File: src/rtl/mips_cpu_mem_arbiter.sv
// mips_cpu_mem_arbiter: round-robin share of one Avalon memory port between instruction fetch and data access
module mips_cpu_mem_arbiter #(
  parameter int TIMEOUT = 16
) (
  input  logic        clk,
  input  logic        rst,
  input  logic        if_req,
  input  logic [31:0] if_addr,
  output logic        if_ready,
  output logic [31:0] if_rdata,
  input  logic        d_req,
  input  logic        d_write,
  input  logic [31:0] d_addr,
  input  logic [31:0] d_wdata,
  input  logic [3:0]  d_byteenable,
  output logic        d_ready,
  output logic [31:0] d_rdata,
  output logic [31:0] mem_address,
  output logic        mem_read,
  output logic        mem_write,
  output logic [31:0] mem_writedata,
  output logic [3:0]  mem_byteenable,
  input  logic        mem_waitrequest,
  input  logic [31:0] mem_readdata,
  output logic        owner,
  output logic        bus_error
);
  typedef enum logic [1:0] {IDLE, ISSUE, DONE, RESP} state_t;
  state_t      r_state;
  logic        r_last_grant;
  logic        r_write;
  logic [31:0] r_wd_cnt;
  logic        w_grant_d;
  logic        w_wr;
  logic        w_accept;
  logic        w_expire;
  // data wins only when alone or when instruction was served last
  assign w_grant_d = d_req && (!if_req || !r_last_grant);
  assign w_wr      = w_grant_d && d_write;
  assign w_accept  = (mem_read || mem_write) && !mem_waitrequest;
  assign w_expire  = (TIMEOUT != 0) && mem_waitrequest && (r_wd_cnt == 32'(TIMEOUT - 1));
  always_ff @(posedge clk) begin
    if (rst) begin
      r_state        <= IDLE;
      r_last_grant   <= 1'b1;
      r_write        <= 1'b0;
      r_wd_cnt       <= '0;
      owner          <= 1'b0;
      bus_error      <= 1'b0;
      if_ready       <= 1'b0;
      d_ready        <= 1'b0;
      if_rdata       <= '0;
      d_rdata        <= '0;
      mem_address    <= '0;
      mem_read       <= 1'b0;
      mem_write      <= 1'b0;
      mem_writedata  <= '0;
      mem_byteenable <= '0;
    end else begin
      case (r_state)
        IDLE: if (if_req || d_req) begin
          owner          <= w_grant_d;
          r_last_grant   <= w_grant_d;
          r_write        <= w_wr;
          r_wd_cnt       <= '0;
          mem_address    <= w_grant_d ? d_addr : if_addr;
          mem_read       <= !w_wr;
          mem_write      <= w_wr;
          mem_writedata  <= w_wr ? d_wdata : 32'd0;
          mem_byteenable <= w_grant_d ? d_byteenable : 4'hf;
          r_state        <= ISSUE;
        end
        ISSUE: if (w_accept) begin
          mem_read      <= 1'b0;
          mem_write     <= 1'b0;
          mem_writedata <= '0;
          r_state       <= DONE;
        end else if (w_expire) begin
          mem_read      <= 1'b0;
          mem_write     <= 1'b0;
          mem_writedata <= '0;
          bus_error     <= 1'b1;
          if_ready      <= !owner;
          d_ready       <= owner;
          if_rdata      <= '0;
          d_rdata       <= '0;
          r_state       <= RESP;
        end else begin
          r_wd_cnt <= r_wd_cnt + 32'd1;
        end
        DONE: begin
          if_ready <= !owner;
          d_ready  <= owner;
          if_rdata <= (!owner && !r_write) ? mem_readdata : 32'd0;
          d_rdata  <= (owner && !r_write) ? mem_readdata : 32'd0;
          r_state  <= RESP;
        end
        RESP: begin
          if_ready <= 1'b0;
          d_ready  <= 1'b0;
          if_rdata <= '0;
          d_rdata  <= '0;
          r_state  <= IDLE;
        end
      endcase
    end
  end
endmodule

File: config.mk
export PLATFORM = sky130hd
export DESIGN_NAME = mips_cpu_mem_arbiter
export DESIGN_NICKNAME = d
export VERILOG_FILES = /design/src/rtl/mips_cpu_mem_arbiter.sv
export SDC_FILE = /design/constraint.sdc
export NUM_CORES = 1
export LEC_CHECK = 0
export BUFFER_PORTS_ARGS = -buffer_cell sky130_fd_sc_hd__buf_4
export CAP_MARGIN = 25
export CORE_ASPECT_RATIO = 0.5
export CORE_MARGIN = 5
export CORE_UTILIZATION = 54
export CTS_BUF_LIST = sky130_fd_sc_hd__clkbuf_16
export DETAILED_ROUTE_END_ITERATION = 7
export MAX_ROUTING_LAYER = met4
export PLACE_DENSITY = 0.95
export SETUP_SLACK_MARGIN = 0.15
export SYNTH_ARGS = -nofsm -noshare
export SYNTH_HDL_FRONTEND = slang
export SYNTH_SLANG_ARGS = --single-unit
File: constraint.sdc
create_clock -name clk -period 6.1 [get_ports clk]
set_input_delay 1.83 -clock clk [delete_from_list [all_inputs] [get_ports clk]]
set_output_delay 1.83 -clock clk [all_outputs]
set_load 0.05 [all_outputs]
# Word-level counts from Yosys, hierarchy flattened

Cells that the tools add are included.
Widths: inputs -> output; s select.

Add/subtract/negate cells: 1
Equal/unequal tests: 9
Multiplexer cells: 32
Bitwise logic cells: 1
Reduce and logical (&&, ||, !) cells: 24

Operator list:

| cell                  | number |
|---|---|
| $mux 32               | 11 |
| $pmux 32 s3           | 2 |
| $pmux 32 s2           | 2 |
| $add 32x1->32 const B | 1 |
| $eq 32x4->1 const B   | 1 |
| $reduce_and 3->1      | 3 |
| $mux 1                | 8 |
| $ne 2x2->1 const B    | 4 |
| $pmux 2 s4            | 1 |
| $logic_and 1x1->1     | 6 |
| $logic_not 1->1       | 6 |
| $mux 2                | 3 |
| $pmux 1 s3            | 2 |
| $eq 2x2->1 const B    | 2 |
| $mux 4                | 1 |
| $pmux 1 s2            | 2 |
| $reduce_and 2->1      | 2 |
| $reduce_and 4->1      | 1 |
| $logic_or 1x1->1      | 3 |
| $ne 3x3->1 const B    | 1 |
| $reduce_bool 3->1     | 1 |
| $eq 2x1->1 const B    | 1 |
| $logic_not 2->1       | 1 |
| $reduce_bool 2->1     | 1 |
| $not 1->1             | 1 |

Flip-flop bits (word level): 174
Bits of input ports: 138
Output and inout port bits: 138
Logic and storage cells: 82

# Depth between registers and ports, before layout

Depth in word-level cells: 7
Depth in mapped cells: 9
Gate-level depth less buffers: 7

# Worst setup path after synthesis

Ideal clock, no wire load.

Kind: in2reg
From: input mem_waitrequest
To: register r_wd_cnt[5]
Arrival time: 3.106 ns
Required time: 5.984 ns
Setup slack: 2.877 ns
Cell stages on the path: 6
Buffers on the path: 2
Cell sequence: o21bai_1 buf_2 o21ai_0 clkbuf_1 nor3_1 o211a_1

Word-level cells in the longest chain between the ends: 4

Ends and longest elaborated chain:

| item                         | RTL line | source |
|---|---|---|
| from (decl)                  | 23       | `input logic mem_waitrequest,` |
| $logic_not 1->1              | 40       | `assign w_accept = (mem_read \|\| mem_write) && !mem_waitrequest;` |
| $logic_and 1x1->1            | 40       |  |
| $ne 2x2->1 (no line)         | n/a      |  |
| $reduce_and 4->1 (no line) * | n/a      |  |
| to (signal assigned)         | 89       | `r_wd_cnt <= r_wd_cnt + 32'd1;` |
| to (decl)                    | 32       | `logic [31:0] r_wd_cnt;` |

Mark *: on every way between the ends. The rest lies on a longest branch, timed or not.
A chain may end at the register's enable or synchronous reset.

# Worst setup path in the final report

From: input mem_waitrequest
To: register r_wd_cnt[15]

The elaborated chain is that of the path after synthesis.

==> impl_metrics.env <==
export IMPL_status="complete, no violations"
export IMPL_grt_total_usage=0.283
export IMPL_tns_ns=0
export IMPL_dp_slack_ns=1.95
export IMPL_gp_congestion=0.963
export IMPL_vias_per_cell=6.11
export IMPL_reg2regPathDepth=6
export IMPL_postCtsSetupBuffers=0
export IMPL_antenna_found_initial=0
export IMPL_synthSimpleGateAreaFrac=0.220
export IMPL_insertedDiodeCount=0
export IMPL_fillers=942
export IMPL_ys_seq_elements=174
export IMPL_crit_arrival_ns=3.76
export IMPL_wirelength_mm=25.3
export IMPL_critPathLaunchType="input port"
export IMPL_synthTopCellsByArea="dfxtp_1 (44%), mux2i_1 (12%), nand3_1 (6.4%)"
export IMPL_die_w_um=180
export IMPL_slew_limit_headroom=0.325
export IMPL_final_cell_area_mm2=0.0106
export IMPL_min_path_cells=2
export IMPL_cts_resized=0
export IMPL_yosysUniqueCellTypes=62
export IMPL_cts_buffer_depth=2
export IMPL_whs_ns=0.461
export IMPL_drc_errors=0
export IMPL_ctsHoldBuffers=0
export IMPL_grt_max_degree=70
export IMPL_maxCapViolations=0
export IMPL_cp_max_fo=13
export IMPL_first_pass_iters=7
export IMPL_drt_iter0_markers=943
export IMPL_grt_pass1_wl_mm=39.1
export IMPL_dp_hpwl_mm=17.3
export IMPL_cts_buffers=17
export IMPL_synthMuxAreaShare=0.125
export IMPL_synthAdderAreaFrac=0.00799
export IMPL_start_util=0.546
export IMPL_dpl_instance_area_mm2=0.00987
export IMPL_cts_tree="yes"
export IMPL_postSynthCellCount=846
export IMPL_clock_root_buffer="clkbuf_16"
export IMPL_yosysWarnings=0
export IMPL_ys_seq_area_frac=0.445
export IMPL_synth_area_mm2=0.00783
export IMPL_p_total_mw=4.06
export IMPL_synth_compound_area_share=0.151
export IMPL_worstPathRequired_ns=6.39
export IMPL_rsz0062_at_grt="false"
export IMPL_synth_edf_count=0
export IMPL_r2r_start="r_state[0]"
export IMPL_htreeDepth=4
export IMPL_cts_sinks=174
export IMPL_finalCriticalPeriod_ns=3.47
export IMPL_syn_avg_cell_area_um2=9.26
export IMPL_synth_top_family_by_area="simple AND/OR/NAND/NOR gates"
export IMPL_hold_viol_final=0
export IMPL_synth_most_common_cell="dfxtp_1"
export IMPL_irDropWorstVdd_mv=0.284
export IMPL_coreArea_mm2=0.0144
export IMPL_setup_violations_final=0
export IMPL_critPathLaunch="mem_waitrequest"
export IMPL_synth_xor_area_share=0
export IMPL_dr_total_vias=7878
export IMPL_clk_pin_slew_ns=0.08
export IMPL_pin_count=276
export IMPL_max_freq_ghz=0.288
export IMPL_p_per_area_mw_per_mm2=385
export IMPL_synthArstFlopShare=0
export IMPL_stdcell_count=1290
export IMPL_clock_latency_ns=0.43
export IMPL_synth_top_cell_area_share=0.445
export IMPL_layout_area_seq_mm2=0.00348
export IMPL_grt_overflow_total=0
export IMPL_worstSetupEndpointType="flop"
export IMPL_syn2layout_area_growth_pct=34.7
export IMPL_skew_ns=0.0111
export IMPL_power_leakage_nw=4.33
export IMPL_nNetsFinal=1222
export IMPL_die_h_um=95.2
export IMPL_rows=31
export IMPL_drive_above_1_share=0.320
export IMPL_port_buffers=275
export IMPL_ant_nets=0
export IMPL_die_area_mm2=0.0172
export IMPL_final_util=0.735
export IMPL_numPlacedInstances=1255
export IMPL_fin_ws_ns=2.63
export IMPL_post_drt_wl_per_cell_um=19.6
export IMPL_slew_viol_final=0
export IMPL_crit_type="input port to flop"
export IMPL_syn_num_nets=989
export IMPL_multi_input_area_mm2=0.00398
export IMPL_min_from="if_rdata[24]"
export IMPL_grt_pass1_vias=7593
export IMPL_ys_top_cells_by_count="dfxtp_1 (174), nand3_1 (100), mux2i_1 (97)"
export IMPL_hp_class="flop to flop"
export IMPL_fin_crit_sh=0.570
export IMPL_tightest_slew_ns=1.01
export IMPL_yosys_area_top_type="dfxtp_1"
export IMPL_synth_flop_cell="dfxtp_1"
==> registers in the layout, summed over array words and instances (netlist names) <==
name,flops
d_rdata,32
if_rdata,32
mem_address,32
mem_writedata,32
r_wd_cnt,32
mem_byteenable,4
r_state,2
bus_error,1
d_ready,1
if_ready,1
mem_read,1
mem_write,1
owner,1
r_last_grant,1
r_write,1
==> cell usage in the layout (no fill, tap or decap), types with 4 or more instances in the layout <==
master | netlist | layout
a211oi_1 | 33 | 33
buf_4 | 2 | 285
a31oi_1 | 10 | 10
ha_1 | 5 | 4
nand2_1 | 92 | 92
a21oi_1 | 21 | 21
clkbuf_16 | 0 | 17
and3_1 | 12 | 12
nand4_1 | 13 | 13
clkinv_8 | 0 | 5
or3_1 | 5 | 5
o311ai_0 | 5 | 5
dfxtp_1 | 174 | 174
a22o_1 | 32 | 32
o221a_2 | 4 | 4
o31ai_1 | 8 | 8
nor2_1 | 53 | 53
nor4_2 | 6 | 5
o41ai_1 | 4 | 4
o311ai_1 | 6 | 6
mux2i_1 | 97 | 97
o21ai_1 | 4 | 5
inv_1 | 6 | 6
nor3_1 | 10 | 9
o21ai_0 | 11 | 10
or4_1 | 5 | 5
nand3_1 | 100 | 100
nor4_1 | 8 | 8
==> critical path: stages <==
cell	delay, ns
buf_4	0.09
nor4b_1	0.36
nand4_1	0.26
o31ai_2	0.52
or3_1	0.55
o21ai_1	0.15
==> final timing paths <==
| path | end | slack, ns |
|---|---|---|
| setup / recovery | r_wd_cnt[15] | 2.63 |
| hold / removal | if_rdata[24] | 0.46 |
| setup reg to reg | r_wd_cnt[18] | 3.41 |
| hold reg to reg | if_rdata[24] | 0.46 |
==> cell families (layout without fill, tap and decap cells) <==
logic type	after synthesis	count (layout)
simple gates	331	331
mux	98	98
flops	174	174
compound gates	158	158
fa+ha+maj	5	5
buf+inv	80	326
==> final cells by class <==
cell class,instances,share of cell area
Clock buffer,17,0.0403
Sequential cell,174,0.330
Multi-Input combinational cell,592,0.377
Clock inverter,15,0.0168
Inverter,6,0.00213
Timing Repair Buffer,288,0.210
Tap cell,198,0.0235
==> routing by layer <==
layer  part of all wire  up-vias  global-route usage
li1                   -     3597                   -
met1               0.39     3774               0.339
met2               0.51      425               0.485
met3              0.067       82              0.0549
met4              0.030        0               0.106
met5                  0        -                   -
==> where the power goes <==
group	internal [mW]	switching [mW]	leakage (nW)
Sequential	1.26	0.0884	1.41
Clock	0.555	0.537	0.292
Combinational	0.519	1.10	2.63
(Power assumes the default switching activity.)
